### src/rtl/opb_pkg.sv
// opb_pkg: shared constants and types for output_process_block.
//   DATA_W / ADDR_W / PKT_W : field and packet widths (PKT_W = ADDR_W + DATA_W)
//   DROP_CNT_W               : width of the saturating drop counter
//   pkt_t                    : packed packet {addr, data}, addr in the upper bits
//   state_t                  : block FSM states
//   sel_t                    : route-select encodings
package opb_pkg;

  localparam int DATA_W     = 4;
  localparam int ADDR_W     = 7;
  localparam int PKT_W      = ADDR_W + DATA_W;
  localparam int DROP_CNT_W = 8;

  typedef struct packed {
    logic [ADDR_W-1:0] addr;
    logic [DATA_W-1:0] data;
  } pkt_t;

  typedef enum logic [0:0] {
    COLLECT = 1'b0,
    SEND    = 1'b1
  } state_t;

  typedef enum logic [1:0] {
    SEL_OUT0    = 2'd0,
    SEL_OUT1    = 2'd1,
    SEL_OUT2    = 2'd2,
    SEL_ILLEGAL = 2'd3
  } sel_t;

endpackage

### src/rtl/output_process_block_join_slot.sv
// join_slot: one-entry holding register with a full flag.
//   clk, rst_n        : clock, asynchronous active-low reset
//   enable            : slot may accept (block is collecting)
//   clear             : empty the slot at the next edge
//   in_valid/in_ready : input handshake; in_ready = enable && !full
//   in_data           : beat payload
//   accept            : in_valid && in_ready this cycle
//   full              : slot holds a beat
//   held              : stored beat
module join_slot #(
  parameter int WIDTH = 4
) (
  input  logic             clk,
  input  logic             rst_n,
  input  logic             enable,
  input  logic             clear,
  input  logic             in_valid,
  output logic             in_ready,
  input  logic [WIDTH-1:0] in_data,
  output logic             accept,
  output logic             full,
  output logic [WIDTH-1:0] held
);

  logic             full_reg;
  logic [WIDTH-1:0] held_reg;

  // A full slot never takes a second beat; the sender keeps holding it.
  assign in_ready = enable && !full_reg;
  assign accept   = in_valid && in_ready;
  assign full     = full_reg;
  assign held     = held_reg;

  always_ff @(posedge clk or negedge rst_n) begin
    if (!rst_n) begin
      full_reg <= 1'b0;
      held_reg <= '0;
    end else if (clear) begin
      full_reg <= 1'b0;
    end else if (accept) begin
      full_reg <= 1'b1;
      held_reg <= in_data;
    end
  end

endmodule

### src/rtl/output_process_block.sv
// output_process_block: joins an address beat, a data beat and a route-select
// beat into one packet and routes it to one of three output ports.
//   clk, rst_n                 : clock, asynchronous active-low reset
//   data_valid/data_ready/data : data field channel
//   addr_valid/addr_ready/addr : address field channel
//   sel_valid/sel_ready/sel    : route select (0..2 = port, 3 = drop)
//   outN_valid/outN_ready      : output port N handshake, N = 0..2
//   outN_pkt                   : held packet {addr, data}, same on every port
//   drop_pulse                 : one-cycle pulse when a sel==3 packet is dropped
//   drop_count                 : saturating count of dropped packets
module output_process_block
  import opb_pkg::*;
(
  input  logic                  clk,
  input  logic                  rst_n,
  input  logic                  data_valid,
  output logic                  data_ready,
  input  logic [DATA_W-1:0]     data,
  input  logic                  addr_valid,
  output logic                  addr_ready,
  input  logic [ADDR_W-1:0]     addr,
  input  logic                  sel_valid,
  output logic                  sel_ready,
  input  logic [1:0]            sel,
  output logic                  out0_valid,
  input  logic                  out0_ready,
  output logic [PKT_W-1:0]      out0_pkt,
  output logic                  out1_valid,
  input  logic                  out1_ready,
  output logic [PKT_W-1:0]      out1_pkt,
  output logic                  out2_valid,
  input  logic                  out2_ready,
  output logic [PKT_W-1:0]      out2_pkt,
  output logic                  drop_pulse,
  output logic [DROP_CNT_W-1:0] drop_count
);

  state_t                  state_reg, state_next;
  logic [DROP_CNT_W-1:0]   drop_count_reg;
  logic                    collecting;
  logic                    clear_slots;
  logic                    data_accept, addr_accept, sel_accept;
  logic                    data_full, addr_full, sel_full;
  logic [DATA_W-1:0]       data_held;
  logic [ADDR_W-1:0]       addr_held;
  logic [1:0]              sel_held;
  logic                    all_set;
  logic [2:0]              out_valid_vec;
  logic [2:0]              out_ready_vec;
  pkt_t                    held_pkt;

  // Readies are forced low while reset is held, even though the slots
  // already read empty.
  assign collecting = rst_n && (state_reg == COLLECT);

  join_slot #(.WIDTH(DATA_W)) u_data_slot (
    .clk      (clk),
    .rst_n    (rst_n),
    .enable   (collecting),
    .clear    (clear_slots),
    .in_valid (data_valid),
    .in_ready (data_ready),
    .in_data  (data),
    .accept   (data_accept),
    .full     (data_full),
    .held     (data_held)
  );

  join_slot #(.WIDTH(ADDR_W)) u_addr_slot (
    .clk      (clk),
    .rst_n    (rst_n),
    .enable   (collecting),
    .clear    (clear_slots),
    .in_valid (addr_valid),
    .in_ready (addr_ready),
    .in_data  (addr),
    .accept   (addr_accept),
    .full     (addr_full),
    .held     (addr_held)
  );

  join_slot #(.WIDTH(2)) u_sel_slot (
    .clk      (clk),
    .rst_n    (rst_n),
    .enable   (collecting),
    .clear    (clear_slots),
    .in_valid (sel_valid),
    .in_ready (sel_ready),
    .in_data  (sel),
    .accept   (sel_accept),
    .full     (sel_full),
    .held     (sel_held)
  );

  // Counts beats landing this edge so the last beat moves straight to SEND.
  assign all_set = (data_full || data_accept) &&
                   (addr_full || addr_accept) &&
                   (sel_full  || sel_accept);

  assign held_pkt.addr = addr_held;
  assign held_pkt.data = data_held;

  assign out_ready_vec = {out2_ready, out1_ready, out0_ready};

  // Output demux: the held select picks exactly one port; sel==3 picks none.
  generate
    for (genvar gi = 0; gi < 3; gi++) begin : g_port_valid
      assign out_valid_vec[gi] = (state_reg == SEND) && (sel_held == 2'(gi));
    end
  endgenerate

  assign out0_valid = out_valid_vec[0];
  assign out1_valid = out_valid_vec[1];
  assign out2_valid = out_valid_vec[2];
  assign out0_pkt   = held_pkt;
  assign out1_pkt   = held_pkt;
  assign out2_pkt   = held_pkt;
  assign drop_count = drop_count_reg;

  always_ff @(posedge clk or negedge rst_n) begin
    if (!rst_n) begin
      state_reg <= COLLECT;
    end else begin
      state_reg <= state_next;
    end
  end

  always_comb begin
    state_next  = state_reg;
    clear_slots = 1'b0;
    drop_pulse  = 1'b0;
    case (state_reg)
      COLLECT: begin
        if (all_set) begin
          state_next = SEND;
        end
      end
      SEND: begin
        if (sel_held == SEL_ILLEGAL) begin
          // Illegal route: discard after a single SEND cycle.
          drop_pulse  = 1'b1;
          clear_slots = 1'b1;
          state_next  = COLLECT;
        end else if (out_ready_vec[sel_held]) begin
          clear_slots = 1'b1;
          state_next  = COLLECT;
        end
      end
      default: begin
        state_next = COLLECT;
      end
    endcase
  end

  always_ff @(posedge clk or negedge rst_n) begin
    if (!rst_n) begin
      drop_count_reg <= '0;
    end else if (drop_pulse && (drop_count_reg != {DROP_CNT_W{1'b1}})) begin
      drop_count_reg <= drop_count_reg + 1'b1;
    end
  end

endmodule

### config.mk
export PLATFORM = sky130hd
export DESIGN_NAME = output_process_block
export DESIGN_NICKNAME = d
export VERILOG_FILES = /design/src/rtl/opb_pkg.sv /design/src/rtl/output_process_block_join_slot.sv /design/src/rtl/output_process_block.sv
export SDC_FILE = /design/constraint.sdc
export NUM_CORES = 1
export LEC_CHECK = 0
export BUFFER_PORTS_ARGS = -buffer_cell sky130_fd_sc_hd__clkbuf_2
export CORE_MARGIN = 2
export CORE_UTILIZATION = 47
export CTS_BUF_LIST = sky130_fd_sc_hd__clkbuf_4
export CTS_CLUSTER_SIZE = 25
export DETAILED_ROUTE_END_ITERATION = 8
export GPL_TIMING_DRIVEN = 1
export PLACE_DENSITY = 0.82
export SETUP_SLACK_MARGIN = 0.5
export SLEW_MARGIN = 10
export SYNTH_ARGS = -nofsm -noshare
export SYNTH_HDL_FRONTEND = slang
export SYNTH_HIERARCHICAL = 1
export SYNTH_SLANG_ARGS = --single-unit
### constraint.sdc
create_clock -name clk -period 2.1 [get_ports clk]
set_input_delay 0.63 -clock clk [delete_from_list [all_inputs] [get_ports clk]]
set_output_delay 0.63 -clock clk [all_outputs]
set_load 0.005 [all_outputs]
### Yosys cells after proc, flatten, opt, wreduce, memory -nomap -nowiden

Cells that the tools add are included.

| word-level totals | value |
|---|---|
| register bits | 25 |
| bits of input ports | 21 |
| logic and storage cells | 59 |

| cells by class | value |
|---|---|
| add/subtract/negate cells | 1 |
| magnitude comparators | 1 |
| equal/unequal tests | 4 |
| muxes and demuxes | 17 |
| bitwise logic cells | 2 |
| reductions and logical operators | 26 |

Operator list:

| kind | count |
|---|---|
| $mux W1 | 15 |
| $logic_and A1 B1 Y1 | 13 |
| $add A8 B1 Y8 const B | 1 |
| $ne A8 B8 Y1 const B | 1 |
| $reduce_and A2 Y1 | 3 |
| $reduce_bool A2 Y1 | 3 |
| $eq A2 B2 Y1 const B | 2 |
| $logic_not A1 Y1 | 3 |
| $logic_or A1 B1 Y1 | 3 |
| $lt A2 B3 Y1 const B | 1 |
| $bmux W1 S2 | 1 |
| $eq A2 B1 Y1 const B | 1 |
| $logic_not A2 Y1 | 1 |
| $not A1 Y1 | 2 |
| $pmux W1 S2 | 1 |

### Longest topological paths before layout

| depth | value |
|---|---|
| word-level depth | 9 |
| mapped depth | 6 |
| gate-level depth less buffers | 5 |

### By module

The synthesis kept the hierarchy.

Modules (own cells, without submodules):

| module | times used | cells each | area each (sq um) | seq. area each (sq um) |
|---|---|---|---|---|
| output_process_block | 1 | 71 | 671.9 | 225.2 |
| join_slot (u_addr_slot) | 1 | 21 | 351.6 | 200.2 |
| join_slot (u_data_slot) | 1 | 14 | 207.7 | 125.1 |
| join_slot (u_sel_slot) | 1 | 10 | 132.6 | 75.1 |

### Worst setup path before layout

No wires, ideal clock.

| timing | value |
|---|---|
| kind | in2reg |
| start point | in out0_ready |
| end point | reg u_addr_slot.held_reg[0] (netlist: u_addr_slot/held[0]) |
| library setup time | 0.125 ns |
| data arrival time | 1.884 ns |
| setup slack | 0.091 ns |
| cell stages on the path | 6 |
| path buffers | 1 |
| cell sequence | and2b_2 -> a211oi_1 -> nor3b_1 -> and4bb_1 -> buf_6 -> mux2_4 |

| between the ends | value |
|---|---|
| cells in the longest elaborated chain, start to end | 7 |

RTL lines:

| what | RTL line | source |
|---|---|---|
| start, declared | output_process_block.sv:26 | `input logic out0_ready,` |
| $bmux W1 S2 | output_process_block.sv:144 | `end else if (out_ready_vec[sel_held]) begin` |
| $mux W1 (not written as such) | output_process_block.sv:144 |  |
| $mux W1 | output_process_block.sv:144 |  |
| $mux W1 | output_process_block.sv:139 | `if (sel_held == SEL_ILLEGAL) begin` |
| $mux W1 | output_process_block.sv:132 | `case (state_reg)` |
| via clear_slots | output_process_block.sv:41 | `logic clear_slots;` |
| $not A1 Y1 (no source line) | n/a |  |
| $reduce_and A2 Y1 (no source line) | n/a |  |
| end signal, assigned | output_process_block_join_slot.sv:42 | `held_reg <= in_data;` |
| end, declared | output_process_block_join_slot.sv:26 | `logic [WIDTH-1:0] held_reg;` |

The timed path passes the listed nets, and every way through them passes these cells. The select of a mux whose other input is x is not followed.
A chain may end at the register's enable or synchronous reset.

### Worst setup path in the final report

| timing | value |
|---|---|
| start point | reg state_reg |
| end point | out data_ready |

| between the ends | value |
|---|---|
| cells in the longest elaborated chain, start to end | 3 |

RTL lines:

| what | RTL line | source |
|---|---|---|
| start, declared | output_process_block.sv:38 | `state_t state_reg, state_next;` |
| start signal, assigned | output_process_block.sv:124 | `state_reg <= state_next;` |
| $not A1 Y1 | output_process_block.sv:54 | `assign collecting = rst_n && (state_reg == COLLECT);` |
| $logic_and A1 B1 Y1 | output_process_block.sv:54 |  |
| via collecting | output_process_block.sv:40 | `logic collecting;` |
| $logic_and A1 B1 Y1 | output_process_block_join_slot.sv:29 | `assign in_ready = enable && !full_reg;` |
| end, declared | output_process_block.sv:17 | `output logic data_ready,` |

The timed path passes the listed nets, and every way through them passes these cells.

==> results.tsv <==
metric	value	unit
dp.cells	195	
worst-path-buf-inv	1	
slew_violations	0	
synth_top_cells_by_area	dfrtp_1 46%, buf_4 12%, mux2_4 8.8%	
die_x	57.87	um
insertion_delay	310	ps
cap_violations	0	
syn-num-nets	138	
cp.required	1470	ps
startpoint_type	register	
grt_max_degree	26	
die_area	0.003348	mm^2
core_area	0.002758	mm^2
clk_pin_slew	140	ps
initial_utilization	0.4946	
power.density	1257	mW/mm^2
syn_inst	116	
die_y	57.87	um
synth-compound-area-share	0.05780	
hold_buffers	0	
yosys.area_share.simple	0.1688	
hold_viol_final	0	
setup_ws	188.8	ps
finClkSkew	11.15	ps
cp-end-kind	output pin	
cts_buffer_depth	2	
nNetsFinal	199	
num_vias	1077	
status	finished clean	
cp_max_fo	7	
io_pins	69	
postSynthAreaPerCell	11.76	um^2
rrSetupSlack	250	ps
rsz0062_at_grt	yes	
synth_top_family_by_area	simple AND/OR/NAND/NOR gates	
layout-drive-gt1-share	0.6761	
wl_per_cell	13.50	um
ir_drop	0.7755	mV
rows	19	
fillers	219	
fmax	0.5232	GHz
synth_top_area_share	0.4587	
hp-class	in -> async	
port_buffers	68	
synth_edf_count	0	
root_buffer	clkbuf_4	
antenna_found_initial	0	
synth_fa_ha_area_frac	0.009174	
area_delta_synth_final	31.65	%
synthDistinctLibCells	34	
tightestPinTransition	308.9	ps
setup_viol	0	
leakagePower	0.9170	nW
drt-vias-per-instance	5.203	
grt_pass1_wl	4298	um
crit_path_max_incr_delay	420	ps
grt_pass1_vias	997	
diodes	0	
cts_num_sinks	25	
synth_common_cells	25 x dfrtp_1, 22 x buf_4, 8 x mux2_4	
setup_tns	0	ps
muxShareOfSynthArea	0.1541	
yosysMostFrequentCell	dfrtp_1	
synth_area_leader_cell	dfrtp_1	
ant_nets	0	
arrival	1280	ps
async_flop_share	1.000	
crit_type	reg -> out	
track_usage	0.1675	
synth-xor-area-share	0.01927	
maxSlewHeadroom	0.7941	
cts_tree	done	
synth_area	0.001364	mm^2
drc	0	
routed_wl	2795	um
initialDrtViolationCount	12	
worst_path_dominant_cell_family	simple AND/OR/NAND/NOR gates	
synth_ff_type	dfrtp_1	
ctsHtreeMaxLevel	1	
ys_seq_area_frac	0.4587	
finalCritPeriodShare	0.9101	
dr.pass1.iters	4	
largest_register_ffs	8	
tritoncts.num_buffers	3	
ys_warn_count	6	
slowest_stage	dfrtp_2	
finalNonFillerCells	207	
gr-total-overflow	0	
hpwl	2023	um
pre_cts_ws	12.25	ps
gp_congestion	0.8354	
ys_ff_latch	25	
path_cells	and2b_2, nor2b_4, clkbuf_2	
min_period	1911	ps
==> power breakdown <==
part	leakage (nW)	internal (mW)	switching, mW	total [mW]
Clock	0.0139	0.0725	0.140	0.212
Combinational	0.597	0.713	0.441	1.15
Sequential	0.306	0.677	0.215	0.891
==> what timing repair did <==
action | CTS | global route
pin swaps | 3 | 4
resized for setup | 11 | 8
gates cloned | 0 | 0
buffers inserted | 5 | 3
setup endpoints to repair | 21 | 23
==> through the flow <==
step	area, um^2	util	power, mW	hold slack (ps)
final	1795	0.6511	2.258	310.2
after global routing	1795	0.6511	2.430	312.4
after detailed placement	1639	0.5944	1.873	521.8
after floorplan	1401	-	1.661	334.4
after CTS	1747	0.6334	2.190	312.1
after global placement	1639	0.5944	1.847	517.9
==> final timing paths <==
path / from / to / cells past startpoint
max: state_reg / data_ready / 3
min: rst_n / drop_count[4] / 2
max reg2reg: u_sel_slot/held[0] / u_addr_slot/held[2] / 6
min reg2reg: drop_count[0] / drop_count[0] / 1
max in group asynchronous: rst_n / state_reg / 2
min in group clk: sel[0] / u_sel_slot/held[0] / 2
==> final cells by class <==
type	instances	area, um^2	area share
multi-input combinational	67	644.4	0.3589
clock buffer	3	22.52	0.01254
timing repair buffer	79	449.2	0.2502
inverter	1	3.754	0.002091
clock inverter	1	7.507	0.004181
sequential	25	629.4	0.3505
tap	31	38.79	0.02160
==> placed cells by master (no fill, tap or decap), types with 2 or more instances in the layout <==
cell type  count
a21oi_1        5
and2_1         3
and2b_1        2
and2b_2        2
buf_4          8
buf_6          3
clkbuf_2      66
clkbuf_4       3
dfrtp_1       22
dfrtp_2        3
mux2_2         2
mux2_4        14
nand2_1        3
nand3_1        4
nor2_1         6
nor3b_2        2
xnor2_1        2
==> per-layer routing <==
metal	GRT usage	wire length, um	vias to the layer above
li1	-	-	502
met1	0.2197	1150	512
met2	0.2776	1398	57
met3	0.03348	210	6
met4	0.05648	36	0
met5	0	0	-
==> cell families (layout without fill, tap and decap cells) <==
| family | count (synthesis) | after routing |
|---|---|---|
| fa+ha+maj | 1 | 1 |
| compound gates | 12 | 12 |
| flops | 25 | 25 |
| buf+inv | 24 | 84 |
| xor+xnor | 3 | 3 |
| mux | 16 | 16 |
| simple gates | 35 | 35 |
No activity file was read; power rests on OpenSTA's default activity.
